--- config.mk ---
export PLATFORM = sky130hd
export DESIGN_NAME = imem_loader
export DESIGN_NICKNAME = d
export VERILOG_FILES = /design/src/rtl/imem_pkg.sv /design/src/rtl/byte_packer.sv /design/src/rtl/imem_loader.sv
export SDC_FILE = /design/constraint.sdc
export NUM_CORES = 1
export LEC_CHECK = 0
export CELL_PAD_IN_SITES_DETAIL_PLACEMENT = 2
export CELL_PAD_IN_SITES_GLOBAL_PLACEMENT = 2
export CORE_MARGIN = 5
export CORE_UTILIZATION = 31
export DETAILED_ROUTE_END_ITERATION = 7
export GPL_TIMING_DRIVEN = 0
export PLACE_DENSITY = 0.94
export SLEW_MARGIN = 15
export SYNTH_ARGS = -nofsm -noshare
export SYNTH_HDL_FRONTEND = slang
export SYNTH_SLANG_ARGS = --single-unit
--- constraint.sdc ---
create_clock -name clock -period 4.5 [get_ports clock]
set_input_delay 0.675 -clock clock [delete_from_list [all_inputs] [get_ports clock]]
set_output_delay 0.675 -clock clock [all_outputs]
set_load 0.01 [all_outputs]
--- src/rtl/imem_pkg.sv ---
// Shared definitions for the instruction-memory write side (loader) and fetch side.
package imem_pkg;

  localparam int unsigned INSTR_BYTES      = 4;
  localparam int unsigned IMEM_DEPTH_BYTES = 24;

  typedef enum logic [2:0] {
    StIdle,
    StCheck,
    StCollect,
    StWrite,
    StFinish
  } state_e;

  // True when a load request cannot be honoured. The end address is formed at 33 bits so a
  // base near the top of the address space cannot wrap past the depth check.
  function automatic logic req_invalid(input logic [31:0] base, input logic [15:0] len,
                                       input int unsigned depth);
    logic [32:0] end_addr;
    end_addr = {1'b0, base} + {17'd0, len};
    return (base[1:0] != 2'b00) || (len == 16'd0) || (len[1:0] != 2'b00) ||
           (end_addr > 33'(depth));
  endfunction

endpackage

--- src/rtl/byte_packer.sv ---
// Packs a byte stream into little-endian 32-bit words; first byte lands in bits [7:0].
module byte_packer (
  input  logic        clk_i,
  input  logic        rst_i,
  input  logic        clear_i,
  input  logic        push_i,
  input  logic [7:0]  data_i,
  output logic [31:0] word_o,
  output logic        full_o
);

  logic [31:0] word_q, word_d;
  logic [1:0]  cnt_q, cnt_d;

  always_ff @(posedge clk_i) begin
    if (rst_i) begin
      word_q <= '0;
      cnt_q  <= '0;
    end else begin
      word_q <= word_d;
      cnt_q  <= cnt_d;
    end
  end

  always_comb begin
    word_d = word_q;
    cnt_d  = cnt_q;
    if (clear_i) begin
      cnt_d = '0;
    end else if (push_i) begin
      word_d[{cnt_q, 3'b000} +: 8] = data_i;
      cnt_d = cnt_q + 2'd1;
    end
  end

  // Asserted in the cycle whose push completes the word.
  assign full_o = push_i && (cnt_q == 2'd3);
  assign word_o = word_q;

endmodule

--- src/rtl/imem_loader.sv ---
// Streams bytes from a host into instruction memory as consecutive little-endian word writes.
module imem_loader
  import imem_pkg::*;
#(
  parameter int unsigned DEPTH_BYTES = imem_pkg::IMEM_DEPTH_BYTES,
  parameter int unsigned CSUM_W      = 16
) (
  input  logic              clock,
  input  logic              reset,
  input  logic              start,
  input  logic [31:0]       base_addr,
  input  logic [15:0]       length,
  input  logic              in_valid,
  input  logic [7:0]        in_data,
  output logic              in_ready,
  output logic              mem_we,
  output logic [31:0]       mem_addr,
  output logic [31:0]       mem_wdata,
  output logic              busy,
  output logic              done,
  output logic              err,
  output logic [CSUM_W-1:0] checksum
);

  state_e              state_q, state_d;
  logic [31:0]         addr_q, addr_d;
  logic [15:0]         rem_q, rem_d;
  logic [CSUM_W-1:0]   csum_q, csum_d;
  logic                err_q, err_d;
  logic                pk_clear, pk_push, pk_full;
  logic [31:0]         pk_word;

  byte_packer u_byte_packer (
    .clk_i   (clock),
    .rst_i   (reset),
    .clear_i (pk_clear),
    .push_i  (pk_push),
    .data_i  (in_data),
    .word_o  (pk_word),
    .full_o  (pk_full)
  );

  always_ff @(posedge clock) begin
    if (reset) begin
      state_q <= StIdle;
      addr_q  <= '0;
      rem_q   <= '0;
      csum_q  <= '0;
      err_q   <= 1'b0;
    end else begin
      state_q <= state_d;
      addr_q  <= addr_d;
      rem_q   <= rem_d;
      csum_q  <= csum_d;
      err_q   <= err_d;
    end
  end

  always_comb begin
    state_d  = state_q;
    addr_d   = addr_q;
    rem_d    = rem_q;
    csum_d   = csum_q;
    err_d    = err_q;
    pk_clear = 1'b0;
    unique case (state_q)
      StIdle: begin
        if (start) begin
          addr_d   = base_addr;
          rem_d    = length;
          csum_d   = '0;
          err_d    = 1'b0;
          pk_clear = 1'b1;
          state_d  = StCheck;
        end
      end
      StCheck: begin
        if (req_invalid(addr_q, rem_q, DEPTH_BYTES)) begin
          err_d   = 1'b1;
          state_d = StFinish;
        end else begin
          state_d = StCollect;
        end
      end
      StCollect: begin
        if (pk_push) csum_d = csum_q + CSUM_W'(in_data);
        if (pk_full) state_d = StWrite;
      end
      StWrite: begin
        addr_d   = addr_q + 32'(INSTR_BYTES);
        rem_d    = rem_q - 16'(INSTR_BYTES);
        pk_clear = 1'b1;
        state_d  = (rem_q == 16'(INSTR_BYTES)) ? StFinish : StCollect;
      end
      StFinish: state_d = StIdle;
      default:  state_d = StIdle;
    endcase
  end

  // Strobes are masked during reset so a write or byte transfer in that cycle never happens.
  always_comb begin
    in_ready = (state_q == StCollect) && !reset;
    mem_we   = (state_q == StWrite) && !reset;
    done     = (state_q == StFinish) && !reset;
    err      = done && err_q;
    busy     = (state_q == StCheck) || (state_q == StCollect) || (state_q == StWrite);
  end

  assign pk_push   = in_ready && in_valid;
  assign mem_addr  = addr_q;
  assign mem_wdata = pk_word;
  assign checksum  = csum_q;

endmodule

==> results.py <==
metrics = {
    "sta": {
        "fin_hold_ws_ps": 457,
        "hold_violations": 0,
        "rsz0062_at_grt": "no",
        "fmax_mhz": 224,
        "relSlewSlack_pct": 25.3,
        "fin_crit_ps": 4470,
        "clock_skew_ps": 12.1,
        "tightest_slew_ps": 1120,
        "slew_viol_final": 0,
        "period_share_pct": 99.3,
        "setup_viol_count_final": 0,
        "finalSetupTns_ps": 0,
    },
    "yosys": {
        "synth.distinct_cells": 72,
        "ys_seq_area_share_pct": 31.2,
        "synth_warnings": 0,
        "synth_cells": 861,
        "ys_ff_latch": 102,
        "syn_area_per_cell_um2": 7.59,
        "syn-num-nets": 955,
        "synthesis.area_mm2": 0.00654,
        "synth_edf_count": 0,
        "synthFlopType": "dfxtp_1",
        "async_reset_ff_share_pct": 0,
    },
    "global_route": {
        "antenna_found_initial": 0,
        "grt.total_usage_pct": 26.0,
        "grt_overflow": 0,
        "grt_pass1_wl_mm": 49.3,
        "grt_pass1_vias": 8294,
        "grt_max_degree": 19,
    },
    "placement": {
        "gp_congestion": 0.952,
        "post_dp_cell_area_mm2": 0.00832,
        "port_buffers": 144,
        "hpwl_mm": 23.9,
    },
    "pwr": {
        "total_power_w": 0.00226,
        "ir_drop_mv": 0.165,
        "power_density_mw_per_mm2": 263,
        "power_leakage_nw": 2.92,
    },
    "worst_hold_path": {
        "holdPathStages": 2,
        "hp-class": "reg -> reg",
        "hp-start": "u_byte_packer.word_o[14]$_SDFFE_PP0P_",
    },
    "floorplan": {
        "core_mm2": 0.0209,
        "initial_utilization_pct": 31.3,
        "die_w_um": 155,
        "num_rows": 53,
        "dieArea_mm2": 0.0241,
        "ioPinCount": 145,
        "die_y_um": 155,
    },
    "clock_network": {
        "cts_buffers": 9,
        "clock_latency_ps": 380,
        "ctsHoldBuffers": 0,
        "clkSinkCount": 102,
        "post-cts-setup-buffer-count": 0,
        "cts_tree": "done",
        "cts.repair.resized": 0,
        "h-tree-depth": 3,
        "clk_pin_slew_worst_paths_ps": 80,
        "ctsLongestPathBuffers": 2,
        "cts-root-buf": "clkbuf_16",
    },
    "drt": {
        "final_antenna_net_count": 0,
        "via_per_inst": 5.99,
        "post_drt_wl_per_cell_um": 24.5,
        "num_vias": 7766,
        "drt_iter0_drc": 487,
        "drt-pass1-iter-count": 7,
        "drc": 0,
        "drt-total-wl_mm": 31.7,
    },
    "critical_path": {
        "path_max_fanout": 10,
        "arrival_ps": 3790,
        "endpoint_kind": "output pin",
        "start_kind": "primary input",
        "rr_worst_depth": 10,
        "critPathLaunch": "reset",
        "path_class": "in -> out",
        "cp_data_required_time_ps": 3830,
        "timing.rr.start": "mem_addr[0]$_SDFFE_PP0P_",
    },
    "cells_and_area": {
        "drive_above_1_share_pct": 5.00,
        "layout_commonest_cell": "clkdlybuf4s50_1",
        "diodes": 0,
        "design_area_mm2": 0.00860,
        "final_cell_mix": "144 x clkdlybuf4s50_1, 108 x nand2_1, 106 x a21oi_1",
        "area_delta_synth_final_pct": 31.7,
        "nets": 1110,
    },
    "job": {
        "maxCapViolations": 0,
    },
    "status": {
        "run_status": "finished clean",
    },
}
## cell type report
type / count / area, um2
Buffer: 56 / 233
Clock buffer: 10 / 229
Clock inverter: 6 / 55.1
Fill cell: 2428 / 12300
Inverter: 18 / 67.6
Multi-Input combinational cell: 685 / 4190
Sequential cell: 102 / 2040
Tap cell: 275 / 344
Timing Repair Buffer: 144 / 1440
## power by group
| part | switching (W) | internal [W] | total, W |
|---|---|---|---|
| combinational | 0.000273 | 0.000190 | 0.000463 |
| sequential | 0.0000511 | 0.000932 | 0.000983 |
| clock | 0.000431 | 0.000387 | 0.000818 |
## registers in the layout, indices dropped and copies added, names as in the netlist
name and count:
mem_addr 32, u_byte_packer.word_o 32, checksum 16, rem_q 16, state_q 3, u_byte_packer.cnt_q 2
err_q 1
## cells in the mapped netlist (4+ instances only)
master / number / area [um2]
a2111oi_2: 4 / 60.1
a211oi_1: 8 / 60.1
a21o_1: 7 / 52.6
a21oi_1: 106 / 531
a221oi_1: 14 / 123
a22oi_1: 4 / 30.0
a311oi_1: 4 / 35.0
a31oi_1: 6 / 37.5
a41oi_1: 4 / 35.0
and2_1: 10 / 62.6
and3_1: 8 / 50.1
and4_1: 4 / 35.0
buf_2: 12 / 60.1
clkbuf_1: 40 / 150
dfxtp_1: 102 / 2040
ha_1: 32 / 400
inv_1: 18 / 67.6
mux2i_1: 5 / 50.1
nand2_1: 108 / 405
nand3_1: 42 / 210
nand4_1: 38 / 238
nor2_1: 72 / 270
nor2b_1: 6 / 37.5
nor3_1: 26 / 130
nor3b_1: 5 / 37.5
nor4_1: 12 / 75.1
nor4b_1: 4 / 35.0
o211ai_1: 14 / 105
o21a_1: 4 / 30.0
o21ai_0: 48 / 240
o21bai_1: 5 / 37.5
or2_2: 4 / 25.0
or3_1: 8 / 50.1
xnor2_1: 13 / 114
xor2_1: 4 / 35.0
## stage by stage
stage	util, %	worst slack, ps	cells
finish	41.2	30.6	1296
global route	41.2	4.55	1296
CTS	41.2	92.9	1296
detailed placement	39.8	116	1280
global placement	39.8	184	1280
floorplan	-	1780	861
## cells by family (layout without fill, tap and decap cells)
family,Yosys count,count (layout),share of synthesized area [%]
XOR/XNOR,17,17,2.28
AO/OA/AOI/OAI,264,264,26.1
AND/OR/NAND/NOR,364,364,28.1
multiplexers,6,6,0.938
adder cells (fa/ha/maj),34,34,6.74
flip-flops,102,102,31.2
buffers and inverters,74,234,4.59
## critical path, cell delays in order
cell             delay, ps
clkdlybuf4s50_1        570
clkbuf_1               520
clkbuf_1               660
buf_1                  720
nor2_1                 120
clkdlybuf4s50_1        520
## final timing paths
| kind | slack, ps | end |
|---|---|---|
| setup / recovery | 30 | mem_we |
| hold / removal | 460 | u_byte_packer.word_o[14]$_SDFFE_PP0P_ |
| setup reg to reg | 1080 | state_q[2]$_SDFFE_PP0P_ |
| hold reg to reg | 460 | u_byte_packer.word_o[14]$_SDFFE_PP0P_ |
## routing by layer
layer	GRT usage, %	vias to the layer above	routed length (um)
li1	-	3519	-
met1	34.0	3922	14000
met3	2.89	65	1510
met4	9.67	0	950
met2	44.1	260	15300
met5	0	-	0
No activity file was read; power rests on OpenSTA's default activity.
